### src/rtl/pipe_hold_ctrl_if.sv
`default_nettype none
// +----------------------------------------------------------------------+
// | Module   : pipe_hold_ctrl_if                                          |
// | Brief    : Hazard/redirect signal bundle between the pipeline and    |
// |            the hold controller.                                       |
// | Revision : 1.0 - initial release                                      |
// +----------------------------------------------------------------------+
interface pipe_hold_ctrl_if;
  logic        jump_flag_i;
  logic [31:0] jump_addr_i;
  logic        int_assert_i;
  logic [31:0] int_addr_i;
  logic        hold_ex_i;
  logic        hold_bus_i;
  logic        ex_load_i;
  logic [4:0]  ex_rd_i;
  logic [4:0]  id_rs1_i;
  logic [4:0]  id_rs2_i;
  logic [2:0]  hold_flag_o;
  logic        jump_flag_o;
  logic [31:0] jump_addr_o;
  logic        int_pending_o;
  logic        stall_timeout_o;

  // Pipeline side: raises requests, consumes hold code and redirect
  modport master (
    output jump_flag_i, jump_addr_i, int_assert_i, int_addr_i, hold_ex_i,
           hold_bus_i, ex_load_i, ex_rd_i, id_rs1_i, id_rs2_i,
    input  hold_flag_o, jump_flag_o, jump_addr_o, int_pending_o, stall_timeout_o
  );

  // Controller side
  modport slave (
    input  jump_flag_i, jump_addr_i, int_assert_i, int_addr_i, hold_ex_i,
           hold_bus_i, ex_load_i, ex_rd_i, id_rs1_i, id_rs2_i,
    output hold_flag_o, jump_flag_o, jump_addr_o, int_pending_o, stall_timeout_o
  );
endinterface
`default_nettype wire

### src/rtl/pipe_hold_ctrl.sv
`default_nettype none
// +----------------------------------------------------------------------+
// | Module   : pipe_hold_ctrl                                             |
// | Brief    : Pipeline hazard/redirect controller. Arbitrates jump,     |
// |            interrupt, EX stall, load-use and bus wait into a hold    |
// |            code plus PC redirect, and sequences the redirect flush.  |
// |            Optional stall watchdog: define PIPE_STALL_WATCHDOG_EN.   |
// | Revision : 1.0 - initial release                                      |
// +----------------------------------------------------------------------+
module pipe_hold_ctrl #(
  parameter int FLUSH_CYCLES = 1,   // Hold_Id cycles per redirect, 1..15
  parameter int TIMEOUT      = 1024 // watchdog trip count
) (
  input wire              clk,
  input wire              rstn,
  pipe_hold_ctrl_if.slave bus
);

  localparam logic [2:0] c_HOLD_NONE = 3'd0;
  localparam logic [2:0] c_HOLD_PC   = 3'd1;
  localparam logic [2:0] c_HOLD_ID   = 3'd3;

  typedef enum logic [0:0] {
    S_RUN   = 1'b0,
    S_FLUSH = 1'b1
  } state_t;

  state_t      r_state,    w_state_nxt;
  logic [3:0]  r_cnt,      w_cnt_nxt;
  logic        r_int_pend, w_int_pend_nxt;
  logic [31:0] r_int_addr, w_int_addr_nxt;
  logic [31:0] r_jump_addr, w_jump_addr_nxt;

  logic        w_load_use;
  logic        w_redirect;
  logic [31:0] w_target;
  logic [2:0]  w_hold;
  logic        w_jflag;
  logic [31:0] w_jaddr;

  // x0 is hard-wired zero, so a load into it can never be a hazard
  assign w_load_use = bus.ex_load_i && (bus.ex_rd_i != 5'd0) &&
                      ((bus.ex_rd_i == bus.id_rs1_i) || (bus.ex_rd_i == bus.id_rs2_i));

  // State, flush counter, pending interrupt and last redirect target
  always_ff @(posedge clk or negedge rstn) begin
    if (!rstn) begin
      r_state     <= S_RUN;
      r_cnt       <= 4'd0;
      r_int_pend  <= 1'b0;
      r_int_addr  <= 32'd0;
      r_jump_addr <= 32'd0;
    end else begin
      r_state     <= w_state_nxt;
      r_cnt       <= w_cnt_nxt;
      r_int_pend  <= w_int_pend_nxt;
      r_int_addr  <= w_int_addr_nxt;
      r_jump_addr <= w_jump_addr_nxt;
    end
  end

  // Redirect arbitration, hold priority and next-state computation
  always_comb begin
    w_state_nxt     = r_state;
    w_cnt_nxt       = r_cnt;
    w_int_pend_nxt  = r_int_pend;
    w_int_addr_nxt  = r_int_addr;
    w_jump_addr_nxt = r_jump_addr;
    w_redirect      = 1'b0;
    w_target        = bus.jump_addr_i;
    w_hold          = c_HOLD_NONE;
    w_jflag         = 1'b0;
    w_jaddr         = r_jump_addr;

    case (r_state)
      S_RUN: begin
        // Interrupt (pending first, then fresh) always beats a jump
        if (r_int_pend && !bus.hold_ex_i) begin
          w_redirect     = 1'b1;
          w_target       = r_int_addr;
          w_int_pend_nxt = 1'b0;
        end else if (bus.int_assert_i && !bus.hold_ex_i) begin
          w_redirect = 1'b1;
          w_target   = bus.int_addr_i;
        end else if (bus.jump_flag_i) begin
          w_redirect = 1'b1;
          w_target   = bus.jump_addr_i;
        end

        if (w_redirect) begin
          w_hold          = c_HOLD_ID;
          w_jflag         = 1'b1;
          w_jaddr         = w_target;
          w_jump_addr_nxt = w_target;
          if (FLUSH_CYCLES > 1) begin
            w_state_nxt = S_FLUSH;
            w_cnt_nxt   = 4'(FLUSH_CYCLES - 1);
          end
        end else if (bus.hold_ex_i) begin
          w_hold = c_HOLD_ID;
        end else if (w_load_use) begin
          w_hold = c_HOLD_ID;
        end else if (bus.hold_bus_i) begin
          w_hold = c_HOLD_PC;
        end
      end
      S_FLUSH: begin
        // EX only holds bubbles here, so jump/hold inputs are ignored
        w_hold = c_HOLD_ID;
        if (r_cnt <= 4'd1) begin
          w_cnt_nxt   = 4'd0;
          w_state_nxt = S_RUN;
        end else begin
          w_cnt_nxt = r_cnt - 4'd1;
        end
      end
      default: begin
        w_state_nxt = S_RUN;
        w_cnt_nxt   = 4'd0;
      end
    endcase

    // Interrupts that cannot be taken now are deferred; first one wins
    if (bus.int_assert_i && !r_int_pend && (r_state == S_FLUSH || bus.hold_ex_i)) begin
      w_int_pend_nxt = 1'b1;
      w_int_addr_nxt = bus.int_addr_i;
    end

    // Outputs read as idle while reset is asserted
    if (!rstn) begin
      w_hold  = c_HOLD_NONE;
      w_jflag = 1'b0;
      w_jaddr = 32'd0;
    end
  end

  assign bus.hold_flag_o   = w_hold;
  assign bus.jump_flag_o   = w_jflag;
  assign bus.jump_addr_o   = w_jaddr;
  assign bus.int_pending_o = r_int_pend;

`ifdef PIPE_STALL_WATCHDOG_EN
  logic [15:0] r_wd_cnt;
  logic [15:0] w_wd_nxt;
  logic        r_timeout;

  // Saturating count of consecutive held cycles
  always_comb begin
    w_wd_nxt = r_wd_cnt;
    if (w_hold == c_HOLD_NONE) begin
      w_wd_nxt = 16'd0;
    end else if (r_wd_cnt != 16'hFFFF) begin
      w_wd_nxt = r_wd_cnt + 16'd1;
    end
  end

  // Watchdog counter and sticky timeout flag
  always_ff @(posedge clk or negedge rstn) begin
    if (!rstn) begin
      r_wd_cnt  <= 16'd0;
      r_timeout <= 1'b0;
    end else begin
      r_wd_cnt <= w_wd_nxt;
      if (w_wd_nxt == 16'(TIMEOUT)) begin
        r_timeout <= 1'b1;
      end
    end
  end

  assign bus.stall_timeout_o = r_timeout;
`else
  logic [31:0] w_unused_timeout;
  assign w_unused_timeout    = 32'(TIMEOUT);
  assign bus.stall_timeout_o = 1'b0;
`endif

endmodule
`default_nettype wire

### src/flat_wrapper.sv
// flat-port wrapper written by rule: the top's interface ports become plain ports
module pipe_hold_ctrl_flat 
#(
  parameter int FLUSH_CYCLES = 1,                                        
  parameter int TIMEOUT      = 1024                       
)
  (clk, rstn, bus_jump_flag_i, bus_jump_addr_i, bus_int_assert_i, bus_int_addr_i, bus_hold_ex_i, bus_hold_bus_i, bus_ex_load_i, bus_ex_rd_i, bus_id_rs1_i, bus_id_rs2_i, bus_hold_flag_o, bus_jump_flag_o, bus_jump_addr_o, bus_int_pending_o, bus_stall_timeout_o);
  pipe_hold_ctrl_if bus_i ();
  input wire clk;
  input wire rstn;
  input wire logic [$bits(bus_i.jump_flag_i)-1:0] bus_jump_flag_i;
  input wire logic [$bits(bus_i.jump_addr_i)-1:0] bus_jump_addr_i;
  input wire logic [$bits(bus_i.int_assert_i)-1:0] bus_int_assert_i;
  input wire logic [$bits(bus_i.int_addr_i)-1:0] bus_int_addr_i;
  input wire logic [$bits(bus_i.hold_ex_i)-1:0] bus_hold_ex_i;
  input wire logic [$bits(bus_i.hold_bus_i)-1:0] bus_hold_bus_i;
  input wire logic [$bits(bus_i.ex_load_i)-1:0] bus_ex_load_i;
  input wire logic [$bits(bus_i.ex_rd_i)-1:0] bus_ex_rd_i;
  input wire logic [$bits(bus_i.id_rs1_i)-1:0] bus_id_rs1_i;
  input wire logic [$bits(bus_i.id_rs2_i)-1:0] bus_id_rs2_i;
  output wire logic [$bits(bus_i.hold_flag_o)-1:0] bus_hold_flag_o;
  output wire logic [$bits(bus_i.jump_flag_o)-1:0] bus_jump_flag_o;
  output wire logic [$bits(bus_i.jump_addr_o)-1:0] bus_jump_addr_o;
  output wire logic [$bits(bus_i.int_pending_o)-1:0] bus_int_pending_o;
  output wire logic [$bits(bus_i.stall_timeout_o)-1:0] bus_stall_timeout_o;
  assign bus_i.jump_flag_i = bus_jump_flag_i;
  assign bus_i.jump_addr_i = bus_jump_addr_i;
  assign bus_i.int_assert_i = bus_int_assert_i;
  assign bus_i.int_addr_i = bus_int_addr_i;
  assign bus_i.hold_ex_i = bus_hold_ex_i;
  assign bus_i.hold_bus_i = bus_hold_bus_i;
  assign bus_i.ex_load_i = bus_ex_load_i;
  assign bus_i.ex_rd_i = bus_ex_rd_i;
  assign bus_i.id_rs1_i = bus_id_rs1_i;
  assign bus_i.id_rs2_i = bus_id_rs2_i;
  assign bus_hold_flag_o = bus_i.hold_flag_o;
  assign bus_jump_flag_o = bus_i.jump_flag_o;
  assign bus_jump_addr_o = bus_i.jump_addr_o;
  assign bus_int_pending_o = bus_i.int_pending_o;
  assign bus_stall_timeout_o = bus_i.stall_timeout_o;
  pipe_hold_ctrl #(.FLUSH_CYCLES(FLUSH_CYCLES), .TIMEOUT(TIMEOUT)) u_core (.clk(clk), .rstn(rstn), .bus(bus_i));
endmodule
### config.mk
export PLATFORM = sky130hd
export DESIGN_NAME = pipe_hold_ctrl_flat
export DESIGN_NICKNAME = d
export VERILOG_FILES = /design/src/rtl/pipe_hold_ctrl_if.sv /design/src/rtl/pipe_hold_ctrl.sv /design/src/flat_wrapper.sv
export SDC_FILE = /design/constraint.sdc
export NUM_CORES = 1
export LEC_CHECK = 0
export BUFFER_PORTS_ARGS = -buffer_cell sky130_fd_sc_hd__buf_2
export CAP_MARGIN = 15
export CORE_UTILIZATION = 45
export CTS_BUF_LIST = sky130_fd_sc_hd__clkbuf_8
export DETAILED_ROUTE_END_ITERATION = 10
export MAX_ROUTING_LAYER = met4
export PLACE_DENSITY = 0.84
export SYNTH_ARGS = -nofsm -noshare
export SYNTH_HDL_FRONTEND = slang
export SYNTH_SLANG_ARGS = --single-unit
### constraint.sdc
create_clock -name clk -period 2.9 [get_ports clk]
set_input_delay 0.29 -clock clk [delete_from_list [all_inputs] [get_ports clk]]
set_output_delay 0.29 -clock clk [all_outputs]
set_load 0.03 [all_outputs]
==> impl_metrics.csv, run 1 <==
group,metric,value,unit
clock_network,cts_sinks,70,
placement,gp_congestion,0.762,
power,p_leak,2.34,nW
clock_network,cts_tree,"yes",
synth,yosysMostFrequentCell,"nand2_1",
timing,rsz0062_at_grt,"false",
finish,diodes,0,
floorplanning,dieArea,9170,um2
routing,route.detailed.drc,0,
finish,drive_gt1_share,36.0,%
critical_path,r2r_start,"u_core.bus.int_pending_o",
critical_path,cpPeakStageDelay,0.39,ns
grt,met2_usage,36.4,%
run_status,status,"completed",
critical_path,ff2ff_path_depth,6,
clock_network,cts_setup_buffers,0,
critical_path,reg2reg_to,"u_core.r_int_addr[18]",
critical_path,crit_chain,"buf_4, nand2b_1, buf_4, a2bb2oi_1, o221ai_2, a21boi_1, buf_2",
power,p_total,2.56,mW
synth,async_flop_share,100,%
synth,synth_top_area_share,44.3,%
power,ir_worst_vdd,0.260,mV
grt,gr-usage-met3,3.48,%
grt,grt_pass1_wl,15.2,mm
critical_path,critPathSlowestCell,"dfrtp_1",
finish,finish.utilization,57.1,%
routing,ant_nets,0,
grt,track_usage,22.2,%
finish,areaGrowthSynthToFinish,21.1,%
clock_network,clk_pin_slew_worst_paths,0.07,ns
critical_path,critPathRequiredTime,2.61,ns
synth,syn-cell-area,3960,um2
timing,finalCriticalPeriod,2.55,ns
timing,finalCritPeriodShare,87.8,%
critical_path,endpoint_kind,"output pin",
flow_run,drv_cap,0,
routing,wire_per_inst,14.6,um
clock_network,clock_latency,0.33,ns
grt,grt_pass1_vias,3292,
timing,worst-slew-pin-transition,0.560,ns
floorplanning,rows,33,
critical_path,critPathArrivalTime,2.26,ns
synth,yosysTopAreaCell,"dfrtp_1",
finish,final_nets,608,
timing,tns,0,ns
timing,setup_viol,0,
synth,yosysSeqAreaShare,44.3,%
critical_path,start_kind,"flip-flop",
synth,yosys_warnings,0,
clock_network,cts_max_level,3,
routing,drtIter0Drc,160,
grt,antenna_found_initial,0,
finish,nFillCells,734,
floorplanning,initial_utilization,47.2,%
routing,avgViaCountPerCell,5.29,
clock_network,cts_root_buf,"clkbuf_8",
floorplanning,fp.dieH,95.8,um
critical_path,critPathKind,"flip-flop to output pin",
floorplanning,core_area,8380,um2
placement,dpl.hpwl,6.47,mm
critical_path,rrSetupSlack,0.95,ns
critical_path,worstPathMaxFanout,33,
grt,overflow,0,
routing,firstDrtPassIters,4,
grt,met1_usage,27.6,%
routing,vias,3334,
synth,ys_top_cells_by_area,"dfrtp_1 44%, o221ai_2 11%, nand2_1 9.5%, a2bb2oi_1 7.1%, o21ai_0 4.4%",
clock_network,cts_buffers,9,
timing,fmax,393,MHz
min_path,hold_start,"bus_int_addr_i[30]",
synth,ys_types,35,
power,power.density,535,nW/um2
min_path,whs_endpoint,"u_core.r_int_addr[30]",
grt,grt_start_max_net_pins,65,
synth,synth_flop_cell,"dfrtp_1",
routing,wl,9.18,mm
placement,portBuffers,121,
timing,slew_viol_final,0,
floorplanning,io-pin-count,124,
synth,synth_edf_count,0,
synth,synthCells,409,
critical_path,crit_buf_inv,3,
synth,synth_commonest_cells,"100 x nand2_1, 70 x dfrtp_1, 35 x inv_1, 35 x o21ai_0, 32 x a2bb2oi_1",
synth,ys_seq_elements,70,
min_path,holdPathStages,3,
critical_path,cp_top_family,"buffers and inverters",
clock_network,cts.path.max_buffers,2,
floorplanning,die_w,95.8,um
synth,synth_area_per_cell,9.67,um2
min_path,hold_path.class,"input port to flip-flop",
grt,grt-busiest-layer,"met2",
timing,final_hold_viol_count,0,
timing,finClkSkew,0.00532,ns
timing,slew_headroom,62.7,%
critical_path,cp_common_cell,"buf_4",
-- cell usage in the layout (no fill, tap or decap), types with 12 or more instances in the layout --
master     synthesis  layout
nand2_1          100     100
inv_1             35      36
clkbuf_8           0      12
buf_2             15     120
dfrtp_1           70      70
o221ai_2          29      29
a21boi_1          21      21
o21ai_0           35      35
a2bb2oi_1         32      32
-- state kept, by name (all words and copies together), names as in the netlist --
register	cells
u_core.r_int_addr	32
u_core.r_jump_addr	32
u_core.bus.int_pending_o	1
u_core.r_state	1
u_core.r_cnt	4
-- stage by stage --
stage	worst slack, ns	std cells	hold WS [ns]	instance area (um2)
floorplan	0.587	410	-0.00559	3960
global placement	0.753	613	0.291	4590
detailed placement	0.668	613	0.295	4590
CTS	0.293	630	0.159	4790
global route	0.137	630	0.169	4790
finish	0.352	630	0.177	4790
-- per-layer routing --
metal / vias to the layer above / share of wire [%]
li1: 1639 / -
met3: 8 / 5.0
met5: - / 0
met1: 1587 / 44
met4: 0 / 1.0
met2: 100 / 50
-- layout make-up --
class	count	area, um2	share of cell area [%]
repair buffers	133	726	15.2
flip-flops and latches	70	1750	36.6
clock buffers	12	165	3.45
well taps	105	131	2.74
clock inverters	4	21.3	0.444
multi-input cells	271	1860	38.9
inverters	35	131	2.74
-- repair_timing --
item | 4_1_cts | 5_1_grt
endpoints found under the hold margin | 25 | 0
hold buffers | 1 | 0
resized for setup | 0 | 0
-- worst min-delay path, cell delays in order --
cell and delay, ns:
buf_2 0.08, nand2_1 0.04, o21ai_0 0.05
-- report_power, final --
part / switching [mW] / internal [mW]
logic: 0.424 / 0.258
registers: 0.0363 / 1.11
clock network: 0.358 / 0.375
-- worst max-delay path by stage --
stage	cells past startpoint	endpoint	slack, ns	start
final	7	bus_jump_addr_o[7]	0.35	u_core.bus.int_pending_o
after global placement	7	bus_jump_addr_o[7]	0.75	u_core.bus.int_pending_o
after detailed placement	7	bus_jump_addr_o[7]	0.67	u_core.bus.int_pending_o
after floorplan	7	bus_jump_addr_o[0]	0.59	u_core.bus.int_pending_o
after CTS	7	bus_jump_addr_o[7]	0.29	u_core.bus.int_pending_o
after global routing	7	bus_jump_addr_o[10]	0.14	u_core.bus.int_pending_o
-- cell families (layout without fill, tap and decap cells) --
kind of cell               count (synthesis)  count (layout)  share of synthesized area (%)
AOI/OAI and AO/OA                        140             140                           32.2
and+or+nand+nor                          116             116                           11.6
DFF                                       70              70                           44.3
buffers and inverters                     69             184                           8.73
xor gates and xnor gates                  10              10                           2.21
adders and majority gates                  2               2                          0.632
other                                      1               2                         0.0948
muxes                                      1               1                          0.253
(Power assumes the default switching activity.)
==> run 2: changes to the inputs <==
--- a/config.mk
+++ b/config.mk
@@ -10,7 +10,6 @@
 export CORE_UTILIZATION = 45
 export CTS_BUF_LIST = sky130_fd_sc_hd__clkbuf_8
 export DETAILED_ROUTE_END_ITERATION = 10
-export MAX_ROUTING_LAYER = met4
 export PLACE_DENSITY = 0.84
 export SYNTH_ARGS = -nofsm -noshare
 export SYNTH_HDL_FRONTEND = slang
==> run 2 against run 1 <==
Compared with the run above:
- sequential power hardly changed
- via count fell by 0.45%
- fmax fell by 0.11%
- combinational power barely moved
- register-to-register slack about the same
- clock-buffer cell count unchanged
- flip-flop and latch count stayed put
- largest power group unchanged
- non-clock buffer count is the same
- critical path depth did not move
- power is 0.26% higher
- sequential share of layout area did not move
- highest routed layer unchanged
- setup slack lost 0.0029 ns
==> impl_metrics.csv, run 2 (same netlist as run 1, synthesis figures left out) <==
group,metric,value,unit
grt,grt_pass1_wl,15.2,mm
clock_network,cts_sinks,70,
routing,drtIter0Drc,155,
placement,portBuffers,121,
finish,seq_area,1750,um2
timing,final_hold_viol_count,0,
routing,avgViaCountPerCell,5.27,
timing,finalCritPeriodShare,87.9,%
routing,wire_per_inst,14.6,um
finish,multiInputGateArea,1860,um2
min_path,hold_start,"bus_int_addr_i[30]",
critical_path,critPathArrivalTime,2.26,ns
timing,worst_slack,0.350,ns
floorplanning,io-pin-count,124,
finish,final_nets,608,
placement,dpl.hpwl,6.47,mm
critical_path,endpoint_kind,"output pin",
critical_path,critPathKind,"flip-flop to output pin",
grt,track_usage,21.6,%
power,switching_share,32.1,%
run_status,status,"completed",
clock_network,clk_pin_slew_worst_paths,0.07,ns
timing,slew_headroom,62.4,%
floorplanning,die_w,95.8,um
floorplanning,core_area,8380,um2
critical_path,crit_start,"u_core.bus.int_pending_o",
critical_path,reg2reg_to,"u_core.r_int_addr[18]",
critical_path,rrSetupSlack,0.96,ns
grt,grt_start_max_net_pins,65,
finish,top_regs,"u_core.r_int_addr: 32 flops, u_core.r_jump_addr: 32 flops, u_core.r_cnt: 4 flops",
critical_path,r2r_start,"u_core.bus.int_pending_o",
power,clkPwrFrac,28.8,%
power,ir_worst_vdd,0.261,mV
floorplanning,rows,33,
routing,route.detailed.drc,0,
critical_path,crit_path_end,"bus_jump_addr_o[7]",
critical_path,critPathRequiredTime,2.61,ns
floorplanning,fp.dieH,95.8,um
placement,gp_congestion,0.753,
finish,areaGrowthSynthToFinish,21.1,%
power,comb_power_share,26.6,%
clock_network,cts_setup_buffers,0,
finish,final_cell_mix,"120 x buf_2, 100 x nand2_1, 70 x dfrtp_1",
clock_network,clock_latency,0.34,ns
power,power.density,537,nW/um2
timing,tns,0,ns
routing,vias,3319,
timing,rsz0062_at_grt,"false",
routing,ant_nets,0,
clock_network,cts_root_buf,"clkbuf_8",
finish,nFillCells,734,
timing,slew_viol_final,0,
clock_network,cts_tree,"yes",
clock_network,cts_buffers,9,
min_path,holdPathStages,3,
grt,overflow,0,
finish,finish.utilization,57.1,%
timing,finClkSkew,0.00538,ns
timing,finalCriticalPeriod,2.55,ns
min_path,hold_path.class,"input port to flip-flop",
grt,antenna_found_initial,0,
finish,diodes,0,
power,p_int,1.75,mW
timing,setup_viol,0,
grt,grt_pass1_vias,3288,
finish,drive_gt1_share,36.0,%
routing,wl,9.21,mm
routing,firstDrtPassIters,4,
floorplanning,initial_utilization,47.2,%
timing,worst-slew-pin-transition,0.565,ns
power,seqPwrFrac,44.6,%
placement,dp_slack,0.668,ns
timing,fmax,392,MHz
flow_run,drv_cap,0,
floorplanning,dieArea,9170,um2
critical_path,worstPathMaxFanout,33,
critical_path,ff2ff_path_depth,6,
critical_path,start_kind,"flip-flop",
clock_network,cts_max_level,3,
power,p_leak,2.34,nW
power,switching_power,826,uW
clock_network,cts.path.max_buffers,2,
finish,layout_commonest_cell,"buf_2",
## run 2: cell counts in the layout (fill, tap and decap cells not counted)
Identical to the previous run, type by type.
## run 2: cell type report
class,instances,share of cell area (%)
multi-input cells,271,38.9
flip-flops and latches,70,36.6
repair buffers,133,15.2
clock buffers,12,3.45
inverters,35,2.74
well taps,105,2.74
clock inverters,4,0.444
## run 2: stage by stage
| stage | instance area (um2) | cells | hold WS [ns] | power [mW] |
|---|---|---|---|---|
| finish | 4790 | 630 | 0.171 | 2.57 |
| global route | 4790 | 630 | 0.166 | 2.72 |
| CTS | 4790 | 630 | 0.159 | 2.59 |
| detailed placement | 4590 | 613 | 0.295 | 1.85 |
| global placement | 4590 | 613 | 0.291 | 1.83 |
| floorplan | 3960 | 410 | -0.00559 | 1.64 |
## run 2: power by group through the flow
stage / clock, mW / sequential [mW] / combinational, mW
finish: 0.741 / 1.15 / 0.683
global route: 0.800 / 1.16 / 0.758
CTS: 0.755 / 1.15 / 0.689
detailed placement: 0 / 1.17 / 0.685
global placement: 0 / 1.16 / 0.662
floorplan: 0 / 1.16 / 0.483
## run 2: worst min-delay path by stage
stage	endpoint	slack [ns]
floorplan	u_core.bus.int_pending_o	-0.006
global placement	u_core.r_jump_addr[29]	0.29
detailed placement	u_core.r_int_addr[29]	0.29
CTS	u_core.r_int_addr[30]	0.16
global route	u_core.r_int_addr[23]	0.17
finish	u_core.r_int_addr[30]	0.17
## run 2: what timing repair did
| item | 4_1_cts | 5_1_grt |
|---|---|---|
| resized for setup | 0 | 0 |
| hold buffers | 1 | 0 |
| hold endpoints to repair | 25 | 0 |
## run 2: per-layer routing
metal / global-route usage, % / vias up / share of wire, %
met5: 0 / - / 0
li1: - / 1639 / -
met4: 8.83 / 0 / 2.0
met3: 3.87 / 16 / 4.5
met1: 27.5 / 1568 / 45
met2: 36.4 / 96 / 49
## run 2: critical path, stage by stage, from the launching register on
cell	delay, ns
dfrtp_1	0.39
buf_4	0.24
nand2b_1	0.13
buf_4	0.36
a2bb2oi_1	0.25
o221ai_2	0.14
a21boi_1	0.20
buf_2	0.22
